--- config.mk ---
export PLATFORM = sky130hd
export DESIGN_NAME = sdram_init_seq
export DESIGN_NICKNAME = d
export VERILOG_FILES = /design/src/rtl/sdram_init_seq.sv
export SDC_FILE = /design/constraint.sdc
export NUM_CORES = 1
export LEC_CHECK = 0
export CORE_AREA = 2 2 50 75
export CTS_CLUSTER_SIZE = 25
export DETAILED_ROUTE_END_ITERATION = 7
export DIE_AREA = 0 0 52 77
export PLACE_DENSITY_LB_ADDON = 0.3
export SYNTH_ARGS = -nofsm -noshare
export SYNTH_HDL_FRONTEND = slang
export SYNTH_SLANG_ARGS = --single-unit
--- constraint.sdc ---
create_clock -name clk_50M -period 3.4 [get_ports clk_50M]
set_input_delay 0.34 -clock clk_50M [delete_from_list [all_inputs] [get_ports clk_50M]]
set_output_delay 0.34 -clock clk_50M [all_outputs]
set_load 0.01 [all_outputs]
--- src/rtl/sdram_init_seq.sv ---
// SDRAM power-up initialization sequencer: NOP wait, PRECHARGE ALL, N x AUTO REFRESH,
// LOAD MODE REGISTER, then a sticky init_done that releases the command bus.
module sdram_init_seq #(
  parameter int          T_POWERUP = 10000,
  parameter int          T_RP      = 2,
  parameter int          T_RFC     = 4,
  parameter int          T_MRD     = 2,
  parameter int          REF_COUNT = 8,
  parameter int          ADDR_W    = 13,
  parameter logic [12:0] MODE_REG  = 13'h020
) (
  input  logic              clk_50M,
  input  logic              rst_n,
  output logic              sdram_cke,
  output logic [3:0]        sdram_cmd,
  output logic [ADDR_W-1:0] sdram_addr,
  output logic [1:0]        sdram_ba,
  output logic              init_done
);

  localparam int WAIT_W = $clog2(T_POWERUP + 1);
  localparam int REF_W  = $clog2(REF_COUNT + 1);

  // Wait states exit when the entry-relative counter reaches these values.
  localparam logic [WAIT_W-1:0] PU_LAST  = WAIT_W'(T_POWERUP - 1);
  localparam logic [WAIT_W-1:0] RP_LAST  = WAIT_W'((T_RP  > 1) ? T_RP  - 2 : 0);
  localparam logic [WAIT_W-1:0] RFC_LAST = WAIT_W'((T_RFC > 1) ? T_RFC - 2 : 0);
  localparam logic [WAIT_W-1:0] MRD_LAST = WAIT_W'((T_MRD > 1) ? T_MRD - 2 : 0);
  localparam logic [REF_W-1:0]  REF_LAST = REF_W'(REF_COUNT - 1);
  localparam logic [REF_W-1:0]  REF_ALL  = REF_W'(REF_COUNT);

  localparam logic [3:0] CMD_NOP = 4'b0111;
  localparam logic [3:0] CMD_PRE = 4'b0010;
  localparam logic [3:0] CMD_REF = 4'b0001;
  localparam logic [3:0] CMD_LMR = 4'b0000;

  typedef enum logic [2:0] {
    S_WAIT_PU  = 3'd0,
    S_PRE      = 3'd1,
    S_WAIT_RP  = 3'd2,
    S_REF      = 3'd3,
    S_WAIT_RFC = 3'd4,
    S_LMR      = 3'd5,
    S_WAIT_MRD = 3'd6,
    S_DONE     = 3'd7
  } state_t;

  state_t              r_state;
  state_t              w_state_nxt;
  logic [WAIT_W-1:0]   r_wait;
  logic [REF_W-1:0]    r_ref;
  logic [3:0]          w_cmd;
  logic [ADDR_W-1:0]   w_addr;
  logic                w_done;

  // State register with wait counter (cleared on every state change) and saturating refresh count.
  always_ff @(posedge clk_50M or negedge rst_n) begin
    if (!rst_n) begin
      r_state <= S_WAIT_PU;
      r_wait  <= '0;
      r_ref   <= '0;
    end else begin
      r_state <= w_state_nxt;
      if (w_state_nxt != r_state) begin
        r_wait <= '0;
      end else if (r_state == S_DONE) begin
        r_wait <= r_wait;
      end else begin
        r_wait <= r_wait + 1'b1;
      end
      if (r_state == S_REF && r_ref != REF_ALL) begin
        r_ref <= r_ref + 1'b1;
      end else begin
        r_ref <= r_ref;
      end
    end
  end

  // Next-state logic; a wait phase of zero length is bypassed entirely.
  always_comb begin
    w_state_nxt = r_state;
    case (r_state)
      S_WAIT_PU:  w_state_nxt = (r_wait == PU_LAST) ? S_PRE : S_WAIT_PU;
      S_PRE:      w_state_nxt = (T_RP > 1) ? S_WAIT_RP : S_REF;
      S_WAIT_RP:  w_state_nxt = (r_wait == RP_LAST) ? S_REF : S_WAIT_RP;
      S_REF: begin
        if (T_RFC > 1) begin
          w_state_nxt = S_WAIT_RFC;
        end else begin
          w_state_nxt = (r_ref == REF_LAST) ? S_LMR : S_REF;
        end
      end
      S_WAIT_RFC: begin
        if (r_wait == RFC_LAST) begin
          w_state_nxt = (r_ref < REF_ALL) ? S_REF : S_LMR;
        end else begin
          w_state_nxt = S_WAIT_RFC;
        end
      end
      S_LMR:      w_state_nxt = (T_MRD > 1) ? S_WAIT_MRD : S_DONE;
      S_WAIT_MRD: w_state_nxt = (r_wait == MRD_LAST) ? S_DONE : S_WAIT_MRD;
      S_DONE:     w_state_nxt = S_DONE;
      default:    w_state_nxt = S_WAIT_PU;
    endcase
  end

  // Output decode from the upcoming state so the registered bus lines up with the state.
  always_comb begin
    w_cmd  = CMD_NOP;
    w_addr = '0;
    w_done = 1'b0;
    case (w_state_nxt)
      S_PRE: begin
        w_cmd      = CMD_PRE;
        w_addr[10] = 1'b1;
      end
      S_REF:   w_cmd = CMD_REF;
      S_LMR: begin
        w_cmd  = CMD_LMR;
        w_addr = ADDR_W'(MODE_REG);
      end
      S_DONE:  w_done = 1'b1;
      default: w_cmd = CMD_NOP;
    endcase
  end

  // Output registers.
  always_ff @(posedge clk_50M or negedge rst_n) begin
    if (!rst_n) begin
      sdram_cke  <= 1'b0;
      sdram_cmd  <= CMD_NOP;
      sdram_addr <= '0;
      sdram_ba   <= 2'b00;
      init_done  <= 1'b0;
    end else begin
      sdram_cke  <= 1'b1;
      sdram_cmd  <= w_cmd;
      sdram_addr <= w_addr;
      sdram_ba   <= 2'b00;
      init_done  <= w_done;
    end
  end

endmodule

After elaboration in Yosys (flattened, before gate mapping)
Index checks and enable logic that the tools add are counted.

Add/subtract/negate cells: 2. Order comparisons: 1. Equal/unequal tests: 16. Mux-type cells: 12. Reductions and logical operators: 3.

Operators with widths (number): $mux 14 (2); $pmux 3 s8 (1); $eq 3x3->1 const B (6); $add 14x1->14 const B (1); $eq 14x14->1 const B (1); $eq 14x2->1 const B (1); $logic_not 14->1 (1); $eq 3x2->1 const B (3); $pmux 3 s3 (1); $eq 3x1->1 const B (2); $mux 3 (2); $mux 6 (1); $mux 1 (5); $add 4x1->4 const B (1); $lt 4x4->1 const B (1); $ne 4x4->1 const B (1); $logic_not 3->1 (1); $ne 3x3->1 (1); $ne 2x2->1 const B (1); $logic_and 1x1->1 (1).

Flip-flop bits (word level): 38. Output and inout bits: 21. Word-level logic and storage cells: 41.

Depth between registers and ports, before layout
Gate-level depths: netlist (run 1).

Depth after elaboration: 6. Gate-level depth with buffers: 6. Depth with buffers taken out: 6.

Least setup slack after synthesis (run 1)
OpenSTA, ideal clock, no wires.

Kind: reg2reg. From: register r_wait[0]. To: register sdram_cmd[0]. Arrival: 1.664 ns. Path slack: 1.651 ns. Cell stages (with the launch flop): 7. Buffers on the path: 0. Cells stage by stage: dfrtp_1 > inv_1 > ha_1 > nand2_1 > mux2_1 > or2_1 > a2111o_1.

Cells in the longest elaborated chain, start to end: 5.

RTL lines: start, declared (RTL line 50) `logic [WAIT_W-1:0] r_wait;`; start signal, assigned (RTL line 67) `r_wait <= r_wait;`; start signal, assigned (RTL line 69) `r_wait <= r_wait + 1'b1;`; $eq 14x2->1 (tied with other cells) (RTL line 94) `if (r_wait == RFC_LAST) begin`; $mux 3 (tied with other cells) (RTL line 94); $pmux 3 s8 (*) (RTL line 82) `case (r_state)`; $eq 3x3->1 (tied with other cells) (RTL line 112) `case (w_state_nxt)`; $pmux 3 s3 (*) (RTL line 112); net w_cmd[0] (RTL line 52) `logic [3:0] w_cmd;`; end signal, assigned (RTL line 137) `sdram_cmd <= w_cmd;`; end, declared (RTL line 15) `output logic [3:0] sdram_cmd,`.

The timed path passes the listed nets; every way through them passes the cells marked *. A chain may end at the register's enable or synchronous reset.

Final worst setup path (run 1)
From: register r_state[1]. To: register r_wait[13].

Cells in the longest elaborated chain, start to end: 4.

RTL lines: start, declared (RTL line 48) `state_t r_state;`; start signal, assigned (RTL line 63) `r_state <= w_state_nxt;`; $eq 3x3->1 (tied with other cells) (RTL line 66, 82); $pmux 3 s8 (RTL line 82); $ne 3x3->1 (RTL line 64) `if (w_state_nxt != r_state) begin`; $ne 2x2->1 (no source line) or $mux 14 (tied branches).

Several ways; a longest one is shown, not always the timed one.

==> results of run 1 <==
==> sequential cells by signal, indices dropped and copies added (netlist names) <==
signal and cells:
sdram_addr 2, r_ref 4, r_wait 14, sdram_cke 1, r_state 3, sdram_cmd 3
init_done 1
==> final timing paths <==
| path | end | slack, ns | cells after the start |
|---|---|---|---|
| max | r_wait[13]$_DFFE_PN0P_ | 1.45 | 4 |
| min in group clk_50M | r_ref[2]$_DFFE_PN0P_ | 0.50 | 1 |
| max in group asynchronous | sdram_cmd[0]$_DFF_PN1_ | 2.65 | 2 |
| max reg2reg | r_wait[13]$_DFFE_PN0P_ | 1.45 | 4 |
| min reg2reg | r_ref[2]$_DFFE_PN0P_ | 0.50 | 1 |
| min | r_wait[13]$_DFFE_PN0P_ | 0.45 | 2 |
==> worst reg2reg max path, cell delays in order, from the launching register on <==
cell and delay, ns:
sky130_fd_sc_hd__dfrtp_1 0.51, sky130_fd_sc_hd__and3_1 0.40, sky130_fd_sc_hd__or3_1 0.44, sky130_fd_sc_hd__or3_1 0.35
sky130_fd_sc_hd__a22oi_1 0.17
==> cell type report <==
type,count,area [µm²]
clock buffers,4,55.1
fillers,310,1660
well taps,42,52.6
flip-flops and latches,28,704
inverters,7,26.3
repair buffers,9,87.6
multi-input cells,115,768
==> cells in the mapped netlist, drive strengths merged (5+ instances only) <==
library cell and instances:
dfrtp 25, buf 16, nor2 15, xnor2 13, a21oi 11, inv 7
nand2 7, nand4 6, nor4 6, ha 5
==> metrics by stage <==
| stage | cells | cell area (µm²) | utilization, % |
|---|---|---|---|
| 6_report | 205 | 1690 | 50.6 |
| 2_1_floorplan | 170 | 1640 | - |
| 3_5_place_dp | 201 | 1640 | 48.9 |
| 5_1_grt | 205 | 1690 | 50.6 |
| 4_1_cts | 205 | 1690 | 50.6 |
| 3_3_place_gp | 201 | 1640 | 48.9 |
==> kinds of logic (layout without fill, tap and decap cells) <==
kind of cell             count (synthesis)  count (layout)  share of synthesized area, %
AND/OR/NAND/NOR                         54              54                          20.9
AO/OA/AOI/OAI                           24              24                          10.3
adder cells (fa/ha/maj)                  5               5                          3.94
XOR/XNOR                                15              15                          8.27
buffers and inverters                   27              20                          10.4
multiplexers                             2               2                          1.42
other                                    2              15                         0.473
flip-flops                              28              28                          44.3
==> power by group <==
group,internal (mW),switching (mW),total [mW],leakage (nW)
registers,0.334,0.000129,0.334,0.364
clock network,0.104,0.100,0.204,0.0288
logic,0.00277,0.0143,0.0171,0.329
total,0.440,0.115,0.555,0.722
==> per-layer routing <==
layer | share of wire [%] | up-vias
met5 | 0 | -
met4 | 1.2 | 0
met3 | 3.5 | 4
met2 | 54 | 25
met1 | 41 | 530
li1 | - | 525
==> tab_implementation.tex, run 1 <==
\begin{tabular}{lr}
\hline
Metric & Value \\
\hline
\multicolumn{2}{l}{\textbf{Finish}} \\
\quad Most frequent cells in the layout & sky130\_fd\_sc\_hd\_\_dfrtp\_1 (25), sky130\_fd\_sc\_hd\_\_nor2\_1 (15), sky130\_fd\_sc\_hd\_\_conb\_1 (15) \\
\quad Nets@finish & 171 \\
\quad Most common cell after layout, fill and taps aside & sky130\_fd\_sc\_hd\_\_dfrtp\_1 \\
\quad Layout Area Growth over Synthesis & 6.61\% \\
\quad Share of post-route cells with drive strength above 1 & 9.20\% \\
\quad Antenna fix cells & 0 \\
\multicolumn{2}{l}{\textbf{Yosys}} \\
\quad Mapped Cells & 157 \\
\quad Mapped Area & 0.00159 mm² \\
\quad Post-synth top area cell & sky130\_fd\_sc\_hd\_\_dfrtp\_1 \\
\quad \#FFs+latches synth & 28 \\
\quad Ys async rst share & 100\% \\
\quad Number of flops mapped to enable cells by yosys & 0 \\
\quad Post-synthesis average cell area & 10.1 µm² \\
\quad Dominant cells by area after synthesis & sky130\_fd\_sc\_hd\_\_dfrtp\_1 (39\%), sky130\_fd\_sc\_hd\_\_xnor2\_1 (7.2\%), sky130\_fd\_sc\_hd\_\_buf\_4 (7.1\%), sky130\_fd\_sc\_hd\_\_dfstp\_2 (5.0\%), sky130\_fd\_sc\_hd\_\_ha\_1 (3.9\%) \\
\quad Unique cell type count in the Yosys netlist & 40 \\
\quad Sequential-to-total area share from yosys stat & 44.3\% \\
\quad Area share of the leading cell type in the synthesized netlist & 39.4\% \\
\quad Primary FF master, synth & sky130\_fd\_sc\_hd\_\_dfrtp\_1 \\
\quad Count of warnings emitted by yosys & 0 \\
\multicolumn{2}{l}{\textbf{Hold path}} \\
\quad Worst Hold Class & in2async \\
\multicolumn{2}{l}{\textbf{Clocking}} \\
\quad \# Post-CTS Setup Buffers & 0 \\
\quad Clock tree from TritonCTS & yes \\
\quad Maximum level of the CTS H-tree & 1 \\
\quad \# hold bufs at CTS & 0 \\
\quad Buffer levels on the longest clock path & 2 \\
\quad CTS clock-pin slew for the worst setup and hold paths & 0.10 ns \\
\quad Quantity of gates resized following cts & 0 \\
\quad \# clock sinks & 28 \\
\quad Cell at the root of the clock tree & sky130\_fd\_sc\_hd\_\_clkbuf\_8 \\
\quad Worst skew pair latency & 0.27 ns \\
\quad Number of buffers inserted during clock tree synthesis & 3 \\
\multicolumn{2}{l}{\textbf{Job}} \\
\quad Maximum Capacitance Violations & 0 \\
\multicolumn{2}{l}{\textbf{Detailed routing}} \\
\quad Wire length per cell after detailed routing & 14.2 µm \\
\quad Drt drc & 0 \\
\quad Drt initial violations & 32 \\
\quad Total Routed Length & 2.90 mm \\
\quad 1st-pass router iterations & 4 \\
\quad Remaining number of nets flagged by the antenna check after routing & 0 \\
\quad Routed vias & 1084 \\
\quad Vias/cell & 5.29 \\
\multicolumn{2}{l}{\textbf{Critical path}} \\
\quad Data arrival time of the worst path & 2.14 ns \\
\quad Worst flop-to-flop path startpoint & r\_state[1]\$\_DFF\_PN0\_ \\
\quad Cell with the largest stage delay on the worst path & sky130\_fd\_sc\_hd\_\_dfrtp\_1 \\
\quad Nature of the critical path endpoint & flop \\
\quad Top fanout value on the critical path & 12 \\
\quad Delay of the slowest critical-path stage & 0.51 ns \\
\quad Setup crit start kind & flop \\
\quad Buffer and inverter count on the worst path & 0 \\
\quad Family with the most delay on the worst path & simple AND/OR/NAND/NOR gates \\
\quad Critical-path cell list & and3\_1 > or3\_1 > or3\_1 > a22oi\_1 \\
\quad Critical Setup Path Class & reg2reg \\
\quad Most Frequent Cell on Critical Path & sky130\_fd\_sc\_hd\_\_or3\_1 \\
\quad Required time of the worst setup path & 3.59 ns \\
\quad Worst Setup SP & r\_state[1]\$\_DFF\_PN0\_ \\
\multicolumn{2}{l}{\textbf{Global route}} \\
\quad Met1 layer usage reported by global route & 21.7\% \\
\quad Global-route usage over all layers & 16.1\% \\
\quad M2 GR Usage & 26.2\% \\
\quad Met3 Usage GRT & 1.95\% \\
\quad Top Usage Layer GRT & met2 \\
\quad Total grt overflow & 0 \\
\quad Antenna violations before repair & 0 \\
\quad Vias in the first global route & 1024 \\
\quad Largest net degree at the start of global routing & 29 \\
\quad First-pass GRT wire length & 4.98 mm \\
\multicolumn{2}{l}{\textbf{Floorplanning}} \\
\quad Chip height & 77 µm \\
\quad Area enclosed by the die boundary & 0.00400 mm² \\
\quad Placeable Area & 0.00335 mm² \\
\quad Starting density of the core & 47.4\% \\
\quad Die X & 52 µm \\
\quad Number of I/O pins & 23 \\
\quad Row Count & 26 \\
\multicolumn{2}{l}{\textbf{Placed design}} \\
\quad Half-perimeter wire length of the detailed placement result & 2.11 mm \\
\quad Global placer's final weighted congestion & 0.842 \\
\quad Pre-CTS WS & 1.49 ns \\
\quad I/O Buffers & 8 \\
\multicolumn{2}{l}{\textbf{Timing}} \\
\quad Setup TNS after final layout & 0 ns \\
\quad Slack of the critical path & 1.45 ns \\
\quad Worst-case hold slack & 0.445 ns \\
\quad Final period utilization & 57.3\% \\
\quad Slew headroom & 56.5\% \\
\quad Number of pins with negative max-slew slack in the final report & 0 \\
\quad Total count of hold-check failures in the final report & 0 \\
\quad Transition at the pin with the smallest max-transition slack & 0.647 ns \\
\quad Setup repair after global routing missed its margin & false \\
\quad Fin Clk Skew & 0.00696 ns \\
\quad Final count of negative-setup-slack endpoints & 0 \\
\quad Max Freq & 513 MHz \\
\quad Final period demand of the worst path & 1.95 ns \\
\multicolumn{2}{l}{\textbf{Power and ir drop}} \\
\quad Total power draw & 0.555 mW \\
\quad Worst voltage drop across the vdd grid & 255 µV \\
\quad Total power per unit cell area & 327 mW/mm² \\
\quad Static Leakage & 0.722 nW \\
\multicolumn{2}{l}{\textbf{Run status}} \\
\quad Status & finished, final reports clean \\
\hline
\end{tabular}
No activity file was read; power rests on OpenSTA's default activity.
==> inputs of run 2 (changes only) <==
- clock period: 3.4 -> 1.92 ns (I/O delays scaled with it)
==> tab_implementation.tex, run 2 (synthesis gave the netlist of run 1 again) <==
\begin{tabular}{lr}
\hline
Metric & Value \\
\hline
\multicolumn{2}{l}{\textbf{Timing}} \\
\quad Fin Clk Skew & 0.00470 ns (-0.00227 ns) \\
\quad Final period utilization & 96.2\% (+39 points) \\
\quad Slew headroom & 56.7\% (+0.20 points) \\
\quad Total count of hold-check failures in the final report & 0 (unchanged) \\
\quad Final count of negative-setup-slack endpoints & 0 (unchanged) \\
\quad Number of pins with negative max-slew slack in the final report & 0 (unchanged) \\
\quad Transition at the pin with the smallest max-transition slack & 0.644 ns (-0.00290 ns) \\
\quad Max Freq & 541 MHz (+5.4\%) \\
\quad Setup repair after global routing missed its margin & false \\
\quad Final period demand of the worst path & 1.85 ns (-0.0996 ns) \\
\quad Setup TNS after final layout & 0 ns (unchanged) \\
\multicolumn{2}{l}{\textbf{Critical path}} \\
\quad Data arrival time of the worst path & 2.06 ns (-0.08 ns) \\
\quad Worst Setup SP & r\_wait[0]\$\_DFFE\_PN0P\_ \\
\quad Required time of the worst setup path & 2.13 ns (-1.46 ns) \\
\quad Worst flop-to-flop path startpoint & r\_wait[0]\$\_DFFE\_PN0P\_ \\
\quad Setup crit start kind & flop \\
\quad Cell with the largest stage delay on the worst path & sky130\_fd\_sc\_hd\_\_dfrtp\_1 \\
\quad Nature of the critical path endpoint & flop \\
\quad Delay of the slowest critical-path stage & 0.42 ns (-0.09 ns) \\
\quad Top fanout value on the critical path & 4 (-8) \\
\quad Critical Setup Path Class & reg2reg \\
\quad Critical-path cell list & inv\_1 > ha\_1 > nand2\_1 > mux2\_2 > or2\_1 > a2111o\_1 \\
\multicolumn{2}{l}{\textbf{Finish}} \\
\quad Most flops, register & r\_wait \\
\quad Most frequent cells in the layout & sky130\_fd\_sc\_hd\_\_dfrtp\_1 (24), sky130\_fd\_sc\_hd\_\_nor2\_1 (15), sky130\_fd\_sc\_hd\_\_conb\_1 (15) \\
\quad Share of post-route cells with drive strength above 1 & 14.6\% (+5.4 points) \\
\quad Area taken by multi-input logic gates & 768 µm² (unchanged) \\
\quad Nets@finish & 179 (+4.7\%) \\
\quad Biggest registers after layout & r\_wait x14, r\_ref x4 \\
\quad Number of standard cells in the final layout excluding fillers & 213 (+3.9\%) \\
\quad Number of flip-flops in the largest register & 14 (unchanged) \\
\quad Area of all sequential standard cells & 706 µm² (+0.18\%) \\
\quad Layout Area Growth over Synthesis & 11.5\% \\
\quad Utilization after layout & 52.9\% (+2.3 points) \\
\quad Most common cell after layout, fill and taps aside & sky130\_fd\_sc\_hd\_\_dfrtp\_1 \\
\quad Fill count & 303 (-2.3\%) \\
\quad Antenna fix cells & 0 (unchanged) \\
\multicolumn{2}{l}{\textbf{Clocking}} \\
\quad \# clock sinks & 28 (unchanged) \\
\quad Worst skew pair latency & 0.28 ns (about the same) \\
\quad \# hold bufs at CTS & 0 (unchanged) \\
\quad Maximum level of the CTS H-tree & 1 (unchanged) \\
\quad Cell at the root of the clock tree & sky130\_fd\_sc\_hd\_\_clkbuf\_8 \\
\quad Number of buffers inserted during clock tree synthesis & 3 (unchanged) \\
\quad Buffer levels on the longest clock path & 2 (unchanged) \\
\quad Quantity of gates resized following cts & 0 (unchanged) \\
\quad CTS clock-pin slew for the worst setup and hold paths & 0.10 ns (about the same) \\
\quad \# Post-CTS Setup Buffers & 0 (unchanged) \\
\quad Clock tree from TritonCTS & yes \\
\multicolumn{2}{l}{\textbf{Floorplanning}} \\
\quad Chip height & 77 µm (unchanged) \\
\quad Area enclosed by the die boundary & 0.00400 mm² (unchanged) \\
\quad Starting density of the core & 47.4\% (unchanged) \\
\quad Row Count & 26 (unchanged) \\
\quad Placeable Area & 0.00335 mm² (unchanged) \\
\quad Number of I/O pins & 23 (unchanged) \\
\quad Die X & 52 µm (unchanged) \\
\multicolumn{2}{l}{\textbf{Placed design}} \\
\quad Global placer's final weighted congestion & 0.894 (+6.2\%) \\
\quad Number of cells after detailed placement & 209 (+4.0\%) \\
\quad I/O Buffers & 8 (unchanged) \\
\quad Half-perimeter wire length of the detailed placement result & 2.26 mm (+7.3\%) \\
\multicolumn{2}{l}{\textbf{Global route}} \\
\quad Largest net degree at the start of global routing & 29 (unchanged) \\
\quad Total grt overflow & 0 (unchanged) \\
\quad Vias in the first global route & 1138 (+11\%) \\
\quad Global-route usage over all layers & 17.2\% (+1.1 points) \\
\quad First-pass GRT wire length & 5.24 mm (+5.1\%) \\
\quad Top Usage Layer GRT & met2 \\
\quad Met1 layer usage reported by global route & 20.7\% (-0.94 points) \\
\quad Met3 Usage GRT & 4.67\% (+2.7 points) \\
\quad Antenna violations before repair & 0 (unchanged) \\
\quad M2 GR Usage & 27.1\% (+0.89 points) \\
\multicolumn{2}{l}{\textbf{Run status}} \\
\quad Status & finished, final reports clean \\
\multicolumn{2}{l}{\textbf{Job}} \\
\quad Maximum Capacitance Violations & 0 (unchanged) \\
\multicolumn{2}{l}{\textbf{Power and ir drop}} \\
\quad Worst voltage drop across the vdd grid & 627 µV (+150\%) \\
\quad Total power draw & 1.09 mW (+97\%) \\
\quad Total power per unit cell area & 616 mW/mm² (+88\%) \\
\quad Static Leakage & 0.769 nW (+6.5\%) \\
\multicolumn{2}{l}{\textbf{Detailed routing}} \\
\quad Remaining number of nets flagged by the antenna check after routing & 0 (unchanged) \\
\quad Wire length per cell after detailed routing & 14.1 µm (-0.51\%) \\
\quad Vias/cell & 5.36 (+1.4\%) \\
\quad Drt initial violations & 32 (unchanged) \\
\quad Total Routed Length & 3.00 mm (+3.4\%) \\
\quad 1st-pass router iterations & 4 (unchanged) \\
\quad Drt drc & 0 (unchanged) \\
\quad Routed vias & 1142 (+5.4\%) \\
\multicolumn{2}{l}{\textbf{Hold path}} \\
\quad Worst Hold Class & in2async \\
\hline
\end{tabular}
==> run 2: changes by cell type in the layout (fill, tap and decap cells not counted), sizes merged <==
| cell | delta |
|---|---|
| clkbuf | -1 |
| bufinv | +1 |
| buf | +8 |
==> run 2: worst paths after layout <==
path | end | slack (ns) | cells past startpoint
worst max-delay path | sdram_cmd[0]$_DFF_PN1_ | 0.07 | 6
worst min-delay path | sdram_addr[10]$_DFF_PN0_ | 0.28 | 2
worst max register to register | sdram_cmd[0]$_DFF_PN1_ | 0.07 | 6
worst min register to register | r_ref[2]$_DFFE_PN0P_ | 0.50 | 1
max in group asynchronous | sdram_cmd[0]$_DFF_PN1_ | 1.34 | 2
min in group clk_50M | r_ref[2]$_DFFE_PN0P_ | 0.50 | 1
==> run 2: area by class of cell <==
cell class | count | area share [%]
clock inverters | 1 | 1.69
flip-flops and latches | 28 | 39.8
repair buffers | 17 | 8.33
multi-input cells | 115 | 43.4
inverters | 7 | 1.48
clock buffers | 3 | 2.33
well taps | 42 | 2.97
==> run 2: power breakdown <==
part / switching (mW) / total [mW] / internal (mW)
registers: 0.000210 / 0.591 / 0.591
clock network: 0.192 / 0.471 / 0.280
logic: 0.0253 / 0.0302 / 0.00489
total: 0.217 / 1.09 / 0.875
==> run 2: through the flow <==
step	setup WS, ns	hold slack [ns]	area [µm²]
detailed placement	0.0348	0.478	1700
global route	0.00936	0.306	1770
floorplan	0.171	-0.104	1640
global placement	0.105	0.483	1700
CTS	0.0206	0.288	1770
finish	0.0720	0.277	1770
==> run 2: worst max-delay path: cells and delay by family (launching register included) <==
family	cells	cell delay (ns)
and+or+nand+nor	2	0.34
muxes	1	0.32
DFF	1	0.42
buffers and inverters	1	0.13
AOI/OAI and AO/OA	1	0.42
adders and majority gates	1	0.16
==> run 2: per-layer routing <==
metal  up-vias  share of wire, %
met3        11               3.6
li1        536                 -
met5         -                 0
met1       562                39
met4         0               3.3
met2        33                54
==> inputs of run 3 (changes only) <==
- CORE_AREA: 2 2 50 75 -> 4 4 52 77
- DIE_AREA: 0 0 52 77 -> 0 0 56 81
==> tab_implementation.tex, run 3 (synthesis gave the netlist of run 1 again) <==
\begin{tabular}{lr}
\hline
Metric & Value \\
\hline
\multicolumn{2}{l}{\textbf{Run status}} \\
\quad Status & finished, final reports clean \\
\multicolumn{2}{l}{\textbf{Finish}} \\
\quad Utilization after layout & 51.8\% (-1.0 points) \\
\quad Fill count & 342 (+13\%) \\
\quad Antenna fix cells & 0 (unchanged) \\
\quad Most common cell after layout, fill and taps aside & sky130\_fd\_sc\_hd\_\_dfrtp\_1 \\
\quad Most frequent cells in the layout & sky130\_fd\_sc\_hd\_\_dfrtp\_1 (25), sky130\_fd\_sc\_hd\_\_nor2\_1 (15), sky130\_fd\_sc\_hd\_\_conb\_1 (15) \\
\quad Share of post-route cells with drive strength above 1 & 14.0\% (-0.58 points) \\
\quad Number of flip-flops in the largest register & 14 (unchanged) \\
\quad Layout Area Growth over Synthesis & 10.4\% \\
\quad Biggest registers after layout & r\_wait x14, r\_ref x4 \\
\quad Cell area after layout & 0.00175 mm² (-0.99\%) \\
\quad Most flops, register & r\_wait \\
\quad Nets@finish & 179 (unchanged) \\
\multicolumn{2}{l}{\textbf{Clocking}} \\
\quad Number of buffers inserted during clock tree synthesis & 3 (unchanged) \\
\quad CTS clock-pin slew for the worst setup and hold paths & 0.10 ns (about the same) \\
\quad \# Post-CTS Setup Buffers & 0 (unchanged) \\
\quad Buffer levels on the longest clock path & 2 (unchanged) \\
\quad Clock tree from TritonCTS & yes \\
\quad Worst skew pair latency & 0.27 ns (about the same) \\
\quad \# clock sinks & 28 (unchanged) \\
\quad \# hold bufs at CTS & 0 (unchanged) \\
\quad Maximum level of the CTS H-tree & 1 (unchanged) \\
\quad Cell at the root of the clock tree & sky130\_fd\_sc\_hd\_\_clkbuf\_8 \\
\multicolumn{2}{l}{\textbf{Timing}} \\
\quad Slew headroom & 58.7\% (+2.0 points) \\
\quad Transition at the pin with the smallest max-transition slack & 0.615 ns (-0.0297 ns) \\
\quad Final count of negative-setup-slack endpoints & 0 (unchanged) \\
\quad Final period utilization & 94.4\% (-1.8 points) \\
\quad Setup repair after global routing missed its margin & false \\
\quad Fin Clk Skew & 0.00843 ns (+0.00373 ns) \\
\quad Max Freq & 552 MHz (+1.9\%) \\
\quad Final period demand of the worst path & 1.81 ns (-0.0350 ns) \\
\quad Total count of hold-check failures in the final report & 0 (unchanged) \\
\quad Number of pins with negative max-slew slack in the final report & 0 (unchanged) \\
\quad Setup TNS after final layout & 0 ns (unchanged) \\
\multicolumn{2}{l}{\textbf{Critical path}} \\
\quad Top fanout value on the critical path & 5 (+1) \\
\quad Delay of the slowest critical-path stage & 0.44 ns (+0.02 ns) \\
\quad Setup crit start kind & flop \\
\quad Nature of the critical path endpoint & flop \\
\quad Critical Setup Path Class & reg2reg \\
\quad Critical-path cell list & inv\_1 > ha\_1 > inv\_2 > mux2\_1 > or2\_1 > a2111o\_1 \\
\quad Data arrival time of the worst path & 2.02 ns (-0.04 ns) \\
\quad Cell with the largest stage delay on the worst path & sky130\_fd\_sc\_hd\_\_dfrtp\_1 \\
\quad Required time of the worst setup path & 2.12 ns (about the same) \\
\multicolumn{2}{l}{\textbf{Floorplanning}} \\
\quad Starting density of the core & 47.0\% (-0.46 points) \\
\quad Area enclosed by the die boundary & 0.00454 mm² (+13\%) \\
\quad Placeable Area & 0.00338 mm² (+0.97\%) \\
\quad Chip height & 81 µm (+5.2\%) \\
\quad Row Count & 26 (unchanged) \\
\quad Die X & 56 µm (+7.7\%) \\
\quad Number of I/O pins & 23 (unchanged) \\
\multicolumn{2}{l}{\textbf{Power and ir drop}} \\
\quad Total power per unit cell area & 558 mW/mm² (-9.5\%) \\
\quad Total power draw & 0.978 mW (-10\%) \\
\quad Worst voltage drop across the vdd grid & 429 µV (-32\%) \\
\quad Static Leakage & 0.761 nW (-1.1\%) \\
\multicolumn{2}{l}{\textbf{Job}} \\
\quad Maximum Capacitance Violations & 0 (unchanged) \\
\multicolumn{2}{l}{\textbf{Placed design}} \\
\quad Cell Area, Placed & 0.00170 mm² (unchanged) \\
\quad Half-perimeter wire length of the detailed placement result & 2.27 mm (+0.39\%) \\
\quad Global placer's final weighted congestion & 0.787 (-12\%) \\
\quad I/O Buffers & 8 (unchanged) \\
\multicolumn{2}{l}{\textbf{Detailed routing}} \\
\quad Total Routed Length & 2.95 mm (-1.7\%) \\
\quad Remaining number of nets flagged by the antenna check after routing & 0 (unchanged) \\
\quad Vias/cell & 5.20 (-3.0\%) \\
\quad Drt initial violations & 36 (+13\%) \\
\quad Routed vias & 1108 (-3.0\%) \\
\quad Wire length per cell after detailed routing & 13.8 µm (-1.7\%) \\
\quad Drt drc & 0 (unchanged) \\
\quad 1st-pass router iterations & 4 (unchanged) \\
\multicolumn{2}{l}{\textbf{Global route}} \\
\quad Vias in the first global route & 1175 (+3.3\%) \\
\quad First-pass GRT wire length & 4.97 mm (-5.0\%) \\
\quad Antenna violations before repair & 0 (unchanged) \\
\quad Global-route usage over all layers & 13.6\% (-3.7 points) \\
\quad Largest net degree at the start of global routing & 29 (unchanged) \\
\quad Total grt overflow & 0 (unchanged) \\
\multicolumn{2}{l}{\textbf{Hold path}} \\
\quad Worst Hold Class & in2async \\
\hline
\end{tabular}
==> run 3: cell types whose count changed in the layout (fill, tap and decap cells not counted), sizes merged <==
cell | previous run | this run
bufinv | 1 | 0
clkbuf | 3 | 4
==> run 3: where the power goes <==
group | switching, mW | internal [mW] | total (mW)
Combinational | 0.0255 | 0.00490 | 0.0304
Clock | 0.174 | 0.183 | 0.357
Sequential | 0.000231 | 0.591 | 0.591
Total | 0.200 | 0.779 | 0.978
==> run 3: repair_timing <==
item,CTS,global route
resized for setup,0,1
endpoints found under the hold margin,0,0
setup endpoints to repair,0,1
==> run 3: path summary, 6_finish.rpt <==
path | end | slack (ns) | startpoint | cells past startpoint
max | sdram_cmd[0]$_DFF_PN1_ | 0.11 | r_wait[1]$_DFFE_PN0P_ | 6
min | sdram_addr[10]$_DFF_PN0_ | 0.29 | rst_n | 2
max reg2reg | sdram_cmd[0]$_DFF_PN1_ | 0.11 | r_wait[1]$_DFFE_PN0P_ | 6
min reg2reg | r_ref[2]$_DFFE_PN0P_ | 0.50 | r_ref[2]$_DFFE_PN0P_ | 1
max in group asynchronous | sdram_cmd[0]$_DFF_PN1_ | 1.33 | rst_n | 2
min in group clk_50M | r_ref[2]$_DFFE_PN0P_ | 0.50 | r_ref[2]$_DFFE_PN0P_ | 1
==> run 3: metrics by stage <==
stage                     setup slack [ns]  instances  hold slack [ns]
final                                0.107        213            0.293
after global routing                0.0249        213            0.326
after CTS                           0.0649        213            0.306
after detailed placement            0.0735        209            0.478
after global placement               0.109        209            0.482
after floorplan                      0.171        170           -0.104
==> run 3: worst max-delay path, delay by kind of cell (launching register included) <==
family,cells,cell delay [ns]
DFF,1,0.44
AOI/OAI and AO/OA,1,0.41
muxes,1,0.35
and+or+nand+nor,1,0.26
adders and majority gates,1,0.16
buffers and inverters,2,0.14
==> run 3: area by class of cell <==
class	count	area (µm²)	share of cell area (%)
repair buffers	17	148	8.42
inverters	7	26.3	1.50
clock buffers	4	55.1	3.14
multi-input cells	115	768	43.8
flip-flops and latches	28	704	40.2
well taps	42	52.6	3.00
==> run 3: per-layer routing <==
layer	GRT usage, %	routed length (µm)	vias to the layer above
met5	0	0	-
met2	27.6	1660	18
li1	-	-	542
met1	12.8	1130	540
met3	2.86	83	8
met4	5.46	74	0
==> patch: new RTL, flow settings as in run 3 <==
Take the reset off `sdram_addr` and load it in a clocked block of its own.
--- a/src/rtl/sdram_init_seq.sv
+++ b/src/rtl/sdram_init_seq.sv
@@ -129,17 +129,19 @@
     if (!rst_n) begin
       sdram_cke  <= 1'b0;
       sdram_cmd  <= CMD_NOP;
-      sdram_addr <= '0;
       sdram_ba   <= 2'b00;
       init_done  <= 1'b0;
     end else begin
       sdram_cke  <= 1'b1;
       sdram_cmd  <= w_cmd;
-      sdram_addr <= w_addr;
       sdram_ba   <= 2'b00;
       init_done  <= w_done;
     end
   end
 
+  always_ff @(posedge clk_50M) begin
+    sdram_addr <= w_addr;
+  end
+
 endmodule
 
Function: same outputs for any inputs over 10 cycles, from zero or initial values and one cycle with rst_n low; that may be too few to reach the edited logic, so the function may still have changed.
==> patch against run 3 <==
  * First-iteration DRC count shrank 31%
  * Sequential share of layout area down 0.17 points
  * Cell count down 0.47%
  * Sequential cell count unchanged
  * Routed wire length rose by 2.4%
  * Clock skew fell by 3.5 ps
  * Combinational power decreased by 3%
  * Design area decreased by 1.0%
  * Total power is 0.49% higher
  * Core utilization fell by 0.52 points
  * Setup slack worse by 34 ps
  * Synthesized area down 0.63%
==> patch: results (changes against run 3) <==
final cycle utilization of the critical path -> 0.962 (+0.0176)
total chip power -> 0.983 mW (+0.49%)
Area after DPL -> 0.00168 sq mm (-1.0%)
placed cells -> 208 (-0.48%)
share of cells above drive strength 1 -> 0.135 (-0.00506)
status -> finished, final reports clean
P_int -> 0.778 mW (about the same)
CP arrival -> 2050 ps (+30 ps)
fin util -> 0.513 (-0.00518)
Max Clock Skew -> 4.91 ps (-3.52 ps)
Power Sequential -> 0.590 mW (about the same)
routability cong. -> 0.840 (+6.8%)
Min Hold Slack -> 272 ps (-21.0 ps)
worst relative slew slack -> 0.547 (-0.0395)
Via density -> 5.22 (+0.29%)
M1 WL -> 1220 um (+8.4%)
Async SR Flop Fraction -> 0.929 (-0.0714)
sequential standard cell area -> 694 sq um (-1.4%)
Vias -> 1,106 (-0.18%)
P_leak -> 0.747 nW (-1.9%)
Avg Inst Size Synth -> 10.1 sq um (-0.63%)
sequential area share after synthesis -> 0.440 (-0.00353)
Post-Place Setup Slack -> 35.7 ps (-37.7 ps)
Clock-cell share -> 0.0317 (+0.000316)
Max FO, Critical Path -> 4 (-1)
NonClk Buf Share -> 0.0807 (-0.00347)
vias in the first global route -> 1,169 (-0.51%)
hpwl dp -> 2320 um (+1.9%)
DRT iter0 DRCs -> 25 (-31%)
largest net degree at the start of global routing -> 27 (-6.9%)
multi-input combinational area share -> 0.442 (+0.00442)
fillcell total -> 331 (-3.2%)
Clock power frac -> 0.370 (+0.005)
Reg2Reg Setup Slack -> 70 ps (-30 ps)
top post-synthesis cells by area -> dfrtp_1 36%, xnor2_1 7.2%, buf_4 7.1%, dfstp_2 5.0%, ha_1 4.0%
first-pass GRT wire length -> 5260 um (+5.8%)
-- patch: metal layers --
| layer | GRT usage | vias up |
|---|---|---|
| met3 | 0.0238 | 5 |
| met2 | 0.289 | 12 |
| met1 | 0.151 | 548 |
| met5 | 0 | - |
| li1 | - | 541 |
| met4 | 0.0618 | 0 |
-- patch: worst max-delay path: stages (launching register included) --
cell	delay, ps
dfrtp_1	420
inv_1	130
ha_1	160
nand2_1	80
mux2_2	330
or2_1	250
a2111o_1	420
-- patch: cell families (layout without fill, tap and decap cells) --
kind of cell | after synthesis | count (layout) | share of synthesized area
adders and majority gates | 5 | 5 | 0.0396
AOI/OAI and AO/OA | 24 | 24 | 0.104
and+or+nand+nor | 54 | 54 | 0.210
other | 2 | 15 | 0.00476
DFF | 28 | 28 | 0.440
xor gates and xnor gates | 15 | 15 | 0.0832
muxes | 2 | 2 | 0.0143
buffers and inverters | 27 | 27 | 0.105
